[config.mk]
export PLATFORM = sky130hd
export DESIGN_NAME = fifo_wr_arbiter
export DESIGN_NICKNAME = d
export VERILOG_FILES = /design/src/rtl/fifo_arb_pkg.sv /design/src/rtl/fifo_wr_arbiter_rr_pick.sv /design/src/rtl/fifo_wr_arbiter.sv
export SDC_FILE = /design/constraint.sdc
export NUM_CORES = 1
export LEC_CHECK = 0
export BUFFER_PORTS_ARGS = -buffer_cell sky130_fd_sc_hd__buf_2
export CAP_MARGIN = 30
export CORE_AREA = 2 2 72 74
export CTS_BUF_LIST = sky130_fd_sc_hd__clkbuf_8
export DETAILED_ROUTE_END_ITERATION = 12
export DIE_AREA = 0 0 74 76
export PLACE_DENSITY = 0.64
export SLEW_MARGIN = 15
export SYNTH_ARGS = -nofsm -noshare
export SYNTH_HDL_FRONTEND = slang
export SYNTH_SLANG_ARGS = --single-unit
[constraint.sdc]
create_clock -name clk_wr -period 2.3 [get_ports clk_wr]
set_input_delay 0.115 -clock clk_wr [delete_from_list [all_inputs] [get_ports clk_wr]]
set_output_delay 0.115 -clock clk_wr [all_outputs]
set_load 0.005 [all_outputs]
[src/rtl/fifo_arb_pkg.sv]
// Shared definitions for the FIFO write-port arbiter: FSM encoding and default sizes.
// Latency: n/a (types and constants only).
// Backpressure: n/a.
package fifo_arb_pkg;

    typedef enum logic {
        ARB_IDLE  = 1'b0,
        ARB_BURST = 1'b1
    } arb_state_t;

    // Must track the data_width of the async FIFO this arbiter feeds.
    localparam int FIFO_DATA_WIDTH = 16;
    localparam int DEF_MAX_BURST   = 8;
    localparam int STAT_W          = 16;

    // Beat counter holds 0..MAX_BURST without wrapping.
    function automatic int cnt_width(input int max_burst);
        return $clog2(max_burst + 1);
    endfunction

endpackage

[src/rtl/fifo_wr_arbiter_rr_pick.sv]
// Combinational round-robin selector: first set request after last_served, with wrap.
// Latency: 0 cycles (pure combinational).
// Backpressure: none; found is low when no request is set.
module rr_pick #(
    parameter int NUM_REQ = 4,
    parameter int IDX_W   = $clog2(NUM_REQ)
) (
    input  logic [NUM_REQ-1:0] req,
    input  logic [IDX_W-1:0]   last_served,
    output logic               found,
    output logic [IDX_W-1:0]   next_idx
);

    // cand[k] is the requester at distance k+1 from the last one served.
    logic [IDX_W-1:0] cand [NUM_REQ];

    for (genvar k = 0; k < NUM_REQ; k++) begin : g_cand
        assign cand[k] = IDX_W'((int'(last_served) + k + 1) % NUM_REQ);
    end

    // Scan farthest-first so the nearest requesting candidate is the final winner.
    always_comb begin
        found    = 1'b0;
        next_idx = '0;
        for (int k = NUM_REQ - 1; k >= 0; k--) begin
            if (req[cand[k]]) begin
                found    = 1'b1;
                next_idx = cand[k];
            end
        end
    end

endmodule

[src/rtl/fifo_wr_arbiter.sv]
// Round-robin arbiter sharing one FIFO write port among NUM_REQ burst requesters; optional FIFO_ARB_STATS_EN adds per-requester beat counters.
// Latency: 1 idle arbitration cycle per grant, then beats pass combinationally to w_valid/w_data.
// Backpressure: full stalls the owner (no ready, no write) indefinitely; the grant is held until last beat or MAX_BURST beats.
module fifo_wr_arbiter
    import fifo_arb_pkg::*;
#(
    parameter int NUM_REQ    = 4,
    parameter int DATA_WIDTH = FIFO_DATA_WIDTH,
    parameter int MAX_BURST  = DEF_MAX_BURST,
    parameter int IDX_W      = $clog2(NUM_REQ)
) (
    input  logic                          clk_wr,
    input  logic                          rst_n,
    input  logic [NUM_REQ-1:0]            req_valid,
    input  logic [NUM_REQ-1:0]            req_last,
    input  logic [NUM_REQ*DATA_WIDTH-1:0] req_data,
    output logic [NUM_REQ-1:0]            req_ready,
    input  logic                          full,
    output logic                          w_valid,
    output logic [DATA_WIDTH-1:0]         w_data,
    output logic [IDX_W-1:0]              grant_id,
    output logic                          busy
`ifdef FIFO_ARB_STATS_EN
    ,
    input  logic                          stats_clr,
    output logic [NUM_REQ*STAT_W-1:0]     beat_cnt
`endif
);

    localparam int CNT_W = cnt_width(MAX_BURST);

    arb_state_t            state;
    logic [IDX_W-1:0]      last_served;
    logic [CNT_W-1:0]      burst_cnt;
    logic                  pick_found;
    logic [IDX_W-1:0]      pick_idx;
    logic                  beat;
    logic                  release_grant;
    logic [DATA_WIDTH-1:0] req_slice [NUM_REQ];

    for (genvar i = 0; i < NUM_REQ; i++) begin : g_slice
        assign req_slice[i] = req_data[i*DATA_WIDTH +: DATA_WIDTH];
    end

    rr_pick #(
        .NUM_REQ (NUM_REQ),
        .IDX_W   (IDX_W)
    ) u_rr_pick (
        .req         (req_valid),
        .last_served (last_served),
        .found       (pick_found),
        .next_idx    (pick_idx)
    );

    // Only the owner's valid feeds the beat, so other requesters never reach any ready.
    assign beat          = (state == ARB_BURST) && req_valid[grant_id] && !full;
    assign release_grant = beat && (req_last[grant_id] || (burst_cnt == CNT_W'(MAX_BURST - 1)));
    assign w_valid       = beat;

    // Route the owner's ready and data only on an accepted beat; otherwise everything is zero.
    always_comb begin
        req_ready = '0;
        w_data    = '0;
        if (beat) begin
            req_ready[grant_id] = 1'b1;
            w_data              = req_slice[grant_id];
        end
    end

    // Arbitration FSM: pick in IDLE, hold the grant through the burst, release on last or MAX_BURST.
    always_ff @(posedge clk_wr or negedge rst_n) begin
        if (!rst_n) begin
            state       <= ARB_IDLE;
            grant_id    <= '0;
            last_served <= IDX_W'(NUM_REQ - 1);
            burst_cnt   <= '0;
            busy        <= 1'b0;
        end else begin
            case (state)
                ARB_IDLE: begin
                    if (pick_found) begin
                        grant_id  <= pick_idx;
                        burst_cnt <= '0;
                        busy      <= 1'b1;
                        state     <= ARB_BURST;
                    end
                end
                ARB_BURST: begin
                    if (release_grant) begin
                        last_served <= grant_id;
                        burst_cnt   <= '0;
                        busy        <= 1'b0;
                        state       <= ARB_IDLE;
                    end else if (beat) begin
                        burst_cnt <= burst_cnt + CNT_W'(1);
                    end
                end
                default: begin
                    state <= ARB_IDLE;
                    busy  <= 1'b0;
                end
            endcase
        end
    end

`ifdef FIFO_ARB_STATS_EN
    for (genvar i = 0; i < NUM_REQ; i++) begin : g_stats
        logic [STAT_W-1:0] cnt;

        // Saturating count of beats accepted from requester i; clear wins over increment.
        always_ff @(posedge clk_wr or negedge rst_n) begin
            if (!rst_n) begin
                cnt <= '0;
            end else if (stats_clr) begin
                cnt <= '0;
            end else if (req_ready[i] && (cnt != {STAT_W{1'b1}})) begin
                cnt <= cnt + STAT_W'(1);
            end
        end

        assign beat_cnt[i*STAT_W +: STAT_W] = cnt;
    end
`endif

endmodule
* Yosys cells after proc, flatten, opt, wreduce, memory -nomap -nowiden *
Cells that the tools add are included.

storage, ports and cells
  bits in registers = 10
  input bits = 75
  output and inout port bits = 24
  logic and storage cells = 72

operators by class
  add/subtract/negate cells = 7
  magnitude comparators = 7
  equality and inequality tests = 4
  muxes and demuxes = 37
  bitwise logic cells = 2
  reductions and logical operators = 10

operator list
  cell                                                                                 number
  16-bit 2-to-1 mux                                                                    3
  16-bit binary-select mux with 2-bit select                                           1
  4-bit 2-to-1 mux                                                                     4
  2-bit by 3-bit < comparator with 1-bit output, second input constant                 5
  1-bit 2-to-1 mux                                                                     15
  1-bit binary-select mux with 2-bit select                                            6
  2-bit adder, second input constant                                                   5
  2-bit 2-to-1 mux                                                                     4
  4-bit one-hot mux with 2 select lines                                                1
  2-bit AND reduction                                                                  4
  4-bit by 1-bit adder with 4-bit output, second input constant                        1
  4-bit by 3-bit equality test with 1-bit output, second input constant                1
  1-bit logical AND                                                                    4
  1-bit one-hot mux with 2 select lines                                                2
  3-bit greater-or-equal comparator, second input constant                             1
  3-bit by 1-bit != test with 1-bit output, second input constant                      1
  2-bit inverter with 3-bit output                                                     1
  2-bit by 1-bit adder with 2-bit output, second input constant                        1
  1-bit demux with 2-bit select                                                        1
  2-bit by 1-bit greater-or-equal comparator with 1-bit output, second input constant  1
  2-bit by 1-bit != test with 1-bit output, second input constant                      1
  2-bit != test, second input constant                                                 1
  1-bit zero test                                                                      1
  1-bit logical OR                                                                     1
  1-bit inverter                                                                       1

* Longest topological paths before layout *
Gate-level depths: netlist of run 1.

  depth in word-level cells = 10
  mapped depth = 6
  gate-level depth less buffers = 4

* Cells and area by module *
From an unflattened synthesis of run 1, not the netlist that was laid out.

unflattened totals
  cell total of the unflattened synthesis = 113
  area total of the unflattened synthesis = 1173.6 um^2

modules (own cells, without submodules)
  module           instances  cells an instance  area each (um^2)  seq. area each (um^2)
  fifo_wr_arbiter  1          99                 1089.8            252.7
  rr_pick          1          14                 83.8              0.0

* Least setup slack after synthesis of run 1 *
OpenSTA, ideal clock, no wires.

  path type = reg2reg
  start = register grant_id[1]
  end = register burst_cnt[2]
  library setup time = 0.126 ns
  arrival time = 1.491 ns
  data required time = 2.174 ns
  slack = 0.683 ns
  cell stages (with the launch flop) = 7
  path buffers = 2
  clock period less this slack = 1.617 ns
  cells stage by stage = dfrtp_1 -> buf_6 -> mux2_4 -> a22oi_4 -> buf_6 -> nor4b_1 -> a221o_1

between the ends
  cells in the longest elaborated chain, start to end = 7
  elaborated cells on any way between the ends = 12
  classes of those cells = eq/ne: 1; mux: 6; reduce/logical: 5

ends and longest elaborated chain
  what                                                                                 line                   text
  start: declaration                                                                   fifo_wr_arbiter.sv:21  output logic [IDX_W-1:0] grant_id,
  start signal: assignment                                                             fifo_wr_arbiter.sv:82  grant_id <= pick_idx;
  1-bit binary-select mux with 2-bit select                                            fifo_wr_arbiter.sv:56  assign beat = (state == ARB_BURST) && req_valid[grant_id] && !full;
  1-bit 2-to-1 mux (implied by the code)                                               fifo_wr_arbiter.sv:56
  1-bit logical AND (2 in a row)                                                       fifo_wr_arbiter.sv:56
  1-bit logical AND                                                                    fifo_wr_arbiter.sv:57  assign release_grant = beat && (req_last[grant_id] || (burst_cnt == CNT_W'(MAX_BURST - 1)));
  4-bit 2-to-1 mux / 3-bit by 1-bit != test with 1-bit output (equally long branches)  --
  4-bit one-hot mux with 2 select lines / 2-bit AND reduction (equally long branches)  --
  end signal: assignment                                                               fifo_wr_arbiter.sv:95  burst_cnt <= burst_cnt + CNT_W'(1);
  end: declaration                                                                     fifo_wr_arbiter.sv:34  logic [CNT_W-1:0] burst_cnt;

Several ways; a longest one is shown, not always the timed one. The select of a mux whose other input is x is not followed.
A chain may end at the register's enable or synchronous reset.

* Worst setup path after layout of run 1 *
  start = register grant_id[0]
  end = output port w_data[1]

between the ends
  cells in the longest elaborated chain, start to end = 5
  elaborated cells on any way between the ends = 9
  classes of those cells = mux: 6; bitwise: 1; reduce/logical: 2

ends and longest elaborated chain
  what                                                                                                                        line                                          text
  2-bit inverter with 3-bit output (implied by the code) / 1-bit binary-select mux with 2-bit select (equally long branches)  fifo_wr_arbiter.sv:66, fifo_wr_arbiter.sv:56
  16-bit binary-select mux with 2-bit select / 1-bit 2-to-1 mux (equally long branches)                                       fifo_wr_arbiter.sv:66, fifo_wr_arbiter.sv:56
  16-bit 2-to-1 mux (implied by the code) / 1-bit logical AND (equally long branches) (2 in a row)                            fifo_wr_arbiter.sv:66, fifo_wr_arbiter.sv:56
  16-bit 2-to-1 mux *                                                                                                         fifo_wr_arbiter.sv:64                         if (beat) begin
  end: declaration                                                                                                            fifo_wr_arbiter.sv:20                         output logic [DATA_WIDTH-1:0] w_data,

Every way passes the cells marked *; elsewhere a longest branch is shown, timed or not. The select of a mux whose other input is x is not followed.

==> results.toml, run 1 <==
[place]
gp_congestion = 0.783
dp.cells = 266
dpl.hpwl_um = 2980
placed_cell_area_sq_um = 1720
numPortBuffers = 98

[clock_tree]
clkLatencyLatePin_ns = 0.23
clk_path_buf_depth = 2
cts-buffers-inserted = 3
cts_tree = "built"
cts_root_buf = "clkbuf_8"
htree_levels = 1
clkTransAtPathRegs_ns = 0.05
cts.sinks = 10
cts_resized = 0
cts_setup_buffers = 0
holdBufCountCts = 1

[routing]
dr_total_vias = 1232
drc = 0
first_iter_violations = 53
drtAntennaViolNets = 0
viasPerCell = 4.55
wl_per_cell_um = 12.7
wirelength_um = 3450
drt_pass1_iterations = 2

[floorplan]
die_area_sq_um = 5620
die_h_um = 76
dieWidth_um = 74
core_region_area_sq_um = 4910
initial_utilization_pct = 24.0
std_cell_rows = 26
io_pins = 99

[pwr]
power_leakage_nw = 0.879
p_per_area_nw_per_um2 = 910
ir_worst_vdd_mv = 0.246

[synthesis]
synth_area_leaders = "mux4_2 (32%), dfrtp_1 (17%), nor2b_1 (10%)"
syn_area_per_cell_sq_um = 11.4
synth-main-ff-cell = "dfrtp_1"
async_reset_ff_share_pct = 100
yosysWarnings = 0
syn_inst = 103
synth_edf_count = 0
synth_top_area_share_pct = 32.5
syn_nets = 179
synth-seq-cells = 10
yosys.area.top_type = "mux4_2"
seq_area_frac_synth_pct = 21.4
yosys.cell_types.count = 34
syn_area_sq_um = 1180

[worst_setup_path]
cp-start-kind = "flop"
reg2reg_depth = 4
cp.arrival_ns = 1.96
crit_type = "flop to output port"
critPathCaptureType = "output port"
critPathMaxFanout = 17
worstPathRequired_ns = 2.18

[worst_hold_path]
hold_depth = 3
min_path_type = "input pin to flop"

[cells_and_area]
area_delta_synth_final_pct = 51.5
antenna_cells = 0
fin_cells = 271
final_core_util_pct = 36.3
final_common_cell = "buf_2"
most-common-layout-cells = "buf_2 (98), nor2b_1 (19), mux4_2 (17), dfrtp_1 (8), nor2_1 (7)"
finalNetCount = 278
final_area_sq_um = 1790
drive_above_1_share_pct = 66.7

[timing]
fin_crit_sh_pct = 90.3
maxSlewHeadroom_pct = 59.6
maxClockFrequency_mhz = 481
tns_ns = 0
hold_viol = 0
setup_viol = 0
drv_slew = 0
min_period_ns = 2.08
clock_skew_ns = 0.00508
worst_pin_slew_ns = 0.600
rsz0062_at_grt = "no"

[grt]
grt_max_degree = 20
grt_pass1_wl_um = 5580
grt_pass1_vias = 1325
antenna_found_initial = 0
grt_overflow = 0
track_usage_pct = 12.5

[run_status]
status = "finished clean"

[job]
drv_cap = 0
worst max-delay path: stages (launching register included):
cell and delay [ns]:
dfrtp_1 0.51, buf_4 0.37, mux4_2 0.55, nor2b_1 0.15, buf_2 0.14
state kept, by name, indices dropped and copies added (netlist names):
name / count
state: 1
grant_id: 2
last_served: 2
busy: 1
burst_cnt: 4
where the power goes:
| group | switching [mW] | internal [mW] |
|---|---|---|
| logic | 0.437 | 0.603 |
| clock network | 0.0656 | 0.150 |
| registers | 0.111 | 0.259 |
cell families (layout without fill, tap and decap cells):
logic type | after synthesis | count (layout) | share of synthesized area, %
simple gates | 43 | 43 | 22.1
mux | 22 | 22 | 37.6
compound gates | 16 | 16 | 11.9
buf+inv | 11 | 109 | 5.95
flops | 10 | 10 | 21.4
fa+ha+maj | 1 | 1 | 1.06
cells in the mapped netlist, types with 2 or more instances:
cell and instances:
buf_2 2, dfrtp_1 8, a21oi_1 2, clkbuf_1 2, o21ai_0 4, nand2_1 3, mux4_2 17, nor2_1 7
a31oi_1 2, inv_1 3, a221o_1 2, nand2b_1 2, mux2_2 4, nor4_1 2, buf_6 3, nor2b_1 19
nor3_1 2, and3_1 2, dfstp_2 2
cell type report:
class	count	area, sq um
tap	70	87.6
timing repair buffer	102	523
fill	502	3130
sequential	10	253
inverter	3	11.3
clock buffer	4	55.1
multi-input combinational	82	856
through the flow:
stage / hold WS [ns] / total power [mW] / setup WS [ns]
finish: 0.222 / 1.63 / 0.223
global route: 0.239 / 1.77 / 0.112
CTS: 0.224 / 1.65 / 0.175
detailed placement: -0.00681 / 1.43 / 0.434
global placement: -0.0140 / 1.41 / 0.423
floorplan: -0.181 / 1.15 / 0.683
routing by layer:
| metal | vias up | global-route usage [%] | wire, um |
|---|---|---|---|
| li1 | 596 | - | - |
| met1 | 579 | 11.9 | 1200 |
| met2 | 57 | 24.6 | 1880 |
| met3 | 0 | 4.76 | 368 |
| met4 | 0 | 1.82 | 0 |
| met5 | - | 0 | 0 |
worst paths after layout:
check / from / end / slack (ns)
min: req_valid[2] / grant_id[1]$_DFFE_PN0P_ / 0.22
min in group asynchronous: rst_n / grant_id[1]$_DFFE_PN0P_ / 0.27
max in group asynchronous: rst_n / last_served[1]$_DFFE_PN1P_ / 1.77
min reg2reg: burst_cnt[3]$_DFFE_PN0P_ / burst_cnt[3]$_DFFE_PN0P_ / 0.51
max reg2reg: grant_id[1]$_DFFE_PN0P_ / burst_cnt[3]$_DFFE_PN0P_ / 0.45
max: grant_id[0]$_DFFE_PN0P_ / w_data[1] / 0.22
Note: power is estimated with default switching activity, not from simulation.
==> run 2: changes to the inputs <==
- CELL_PAD_IN_SITES_DETAIL_PLACEMENT: unset -> 2
- CELL_PAD_IN_SITES_GLOBAL_PLACEMENT: unset -> 2
- CORE_AREA: 2 2 72 74 -> 2 2 78 80
- CTS_CLUSTER_SIZE: unset -> 28
- DIE_AREA: 0 0 74 76 -> 0 0 80 82
- PLACE_DENSITY: 0.64 -> 0.89
==> run 2 against run 1 <==
  * Combinational power increased by 7%
  * Cell area grew 0.42%
  * Non-clock buffer count up 2
  * Hold slack better by 0.021 ns
  * Setup slack improved by 0.019 ns
  * Die area up 17%
  * Largest cell class unchanged
==> results.toml, run 2 (synthesis gave the netlist of run 1 again) <==
[worst_setup_path]
cp-start-kind = "flop"
cpMaxStageDelayCell = "dfrtp_1"
cp.arrival_ns = 1.94
worstPathRequired_ns = 2.18
ff2ff_setup_slack_ns = 0.40
critPathCaptureType = "output port"
critPathMaxFanout = 10
crit_type = "flop to output port"
path_cells = "buf_4 > mux4_2 > nor2b_1 > buf_2"
slowest_delay_ns = 0.59

[timing]
drv_slew = 0
fin_crit_sh_pct = 89.5
setup_viol = 0
maxSlewHeadroom_pct = 72.1
tns_ns = 0
maxClockFrequency_mhz = 486
hold_viol = 0
rsz0062_at_grt = "no"
worst_pin_slew_ns = 0.419
min_period_ns = 2.06
clock_skew_ns = 0.00114
fin_ws_ns = 0.242

[worst_hold_path]
min_path_type = "input pin to flop"

[pwr]
p_per_area_nw_per_um2 = 926
power_leakage_nw = 0.881
ir_worst_vdd_mv = 0.222

[place]
dp.cells = 273
gp_congestion = 0.735
dpl.hpwl_um = 4510
pre_cts_slack_ns = 0.400
numPortBuffers = 98

[grt]
grt_overflow = 0
antenna_found_initial = 0
track_usage_pct = 15.1
grt_pass1_vias = 1439
grt_max_degree = 21
grt_pass1_wl_um = 7540

[cells_and_area]
multiInputGateArea_sq_um = 856
top_regs = "burst_cnt x4, grant_id x2, last_served x2"
seq_area_sq_um = 253
drive_above_1_share_pct = 66.8
most-common-layout-cells = "buf_2 (98), nor2b_1 (19), mux4_2 (17), dfrtp_1 (8), nor2_1 (7)"
finalNetCount = 280
area_delta_synth_final_pct = 52.1
largest_register_ffs = 4
final_common_cell = "buf_2"
nFillCells = 660
fin_cells = 277
antenna_cells = 0
regMostFlops = "burst_cnt"

[job]
drv_cap = 0

[routing]
viasPerCell = 4.72
drtAntennaViolNets = 0
dr_total_vias = 1308
drc = 0
wirelength_um = 5130
wl_per_cell_um = 18.5
first_iter_violations = 36
drt_pass1_iterations = 4

[floorplan]
die_area_sq_um = 6560
std_cell_rows = 28
dieWidth_um = 80
core_region_area_sq_um = 5750
die_h_um = 82
io_pins = 99
initial_utilization_pct = 20.5

[clock_tree]
clkLatencyLatePin_ns = 0.23
cts_root_buf = "clkbuf_8"
cts_tree = "built"
clk_path_buf_depth = 2
clkTransAtPathRegs_ns = 0.04
htree_levels = 1
cts_resized = 0
cts-buffers-inserted = 3
cts.sinks = 10
cts_setup_buffers = 0

[run_status]
status = "finished clean"
[run 2: changes by cell type in the layout (fill, tap and decap cells not counted), sizes merged]
| cell | previous run | this run |
|---|---|---|
| buf | 101 | 103 |
| clkbuf | 4 | 3 |
[run 2: worst paths after layout]
path / startpoint / endpoint / depth (start not counted)
worst min-delay path: req_valid[2] / grant_id[1]$_DFFE_PN0P_ / 3
min in group asynchronous: rst_n / burst_cnt[0]$_DFFE_PN0P_ / 2
worst max register to register: grant_id[0]$_DFFE_PN0P_ / burst_cnt[0]$_DFFE_PN0P_ / 3
max in group asynchronous: rst_n / last_served[0]$_DFFE_PN1P_ / 2
worst min register to register: busy$_DFFE_PN0P_ / busy$_DFFE_PN0P_ / 2
worst max-delay path: grant_id[0]$_DFFE_PN0P_ / w_data[9] / 4
[run 2: stage by stage]
step | cell area [sq um] | power, mW | util, % | hold slack, ns
final | 1790 | 1.66 | 31.2 | 0.243
after global routing | 1790 | 1.78 | 31.2 | 0.252
after CTS | 1790 | 1.69 | 31.2 | 0.240
after detailed placement | 1740 | 1.51 | 30.3 | -0.00558
after global placement | 1740 | 1.43 | 30.3 | -0.0152
after floorplan | 1180 | 1.15 | - | -0.181
[run 2: repair_timing]
item / CTS / global route
hold buffers: 1 / 0
endpoints found under the hold margin: 10 / 0
endpoints found under the setup margin: 0 / 0
[run 2: final cells by class]
class                   instances  share of cell area, %
clock buffers                   3                   2.30
inverters                       3                  0.628
repair buffers                104                   30.0
multi-input cells              82                   47.7
well taps                      75                   5.23
flip-flops and latches         10                   14.1
[run 2: critical path: cells and delay by family, from the launching register on]
| family | cells | cell delay (ns) |
|---|---|---|
| AND/OR/NAND/NOR | 1 | 0.15 |
| multiplexers | 1 | 0.55 |
| buffers and inverters | 2 | 0.42 |
| flip-flops | 1 | 0.59 |
[run 2: metal layers]
metal,part of all wire [%],track usage (%),wire length [um]
met5,0,0,0
met4,0.59,2.20,30
met3,8.9,4.07,456
met2,55,30.9,2830
met1,35,15.5,1810
[run 2: where the power goes]
group | switching, mW | internal [mW] | leakage, nW
Sequential | 0.120 | 0.260 | 0.115
Combinational | 0.491 | 0.615 | 0.745
Clock | 0.0601 | 0.114 | 0.0216
Total | 0.671 | 0.989 | 0.881
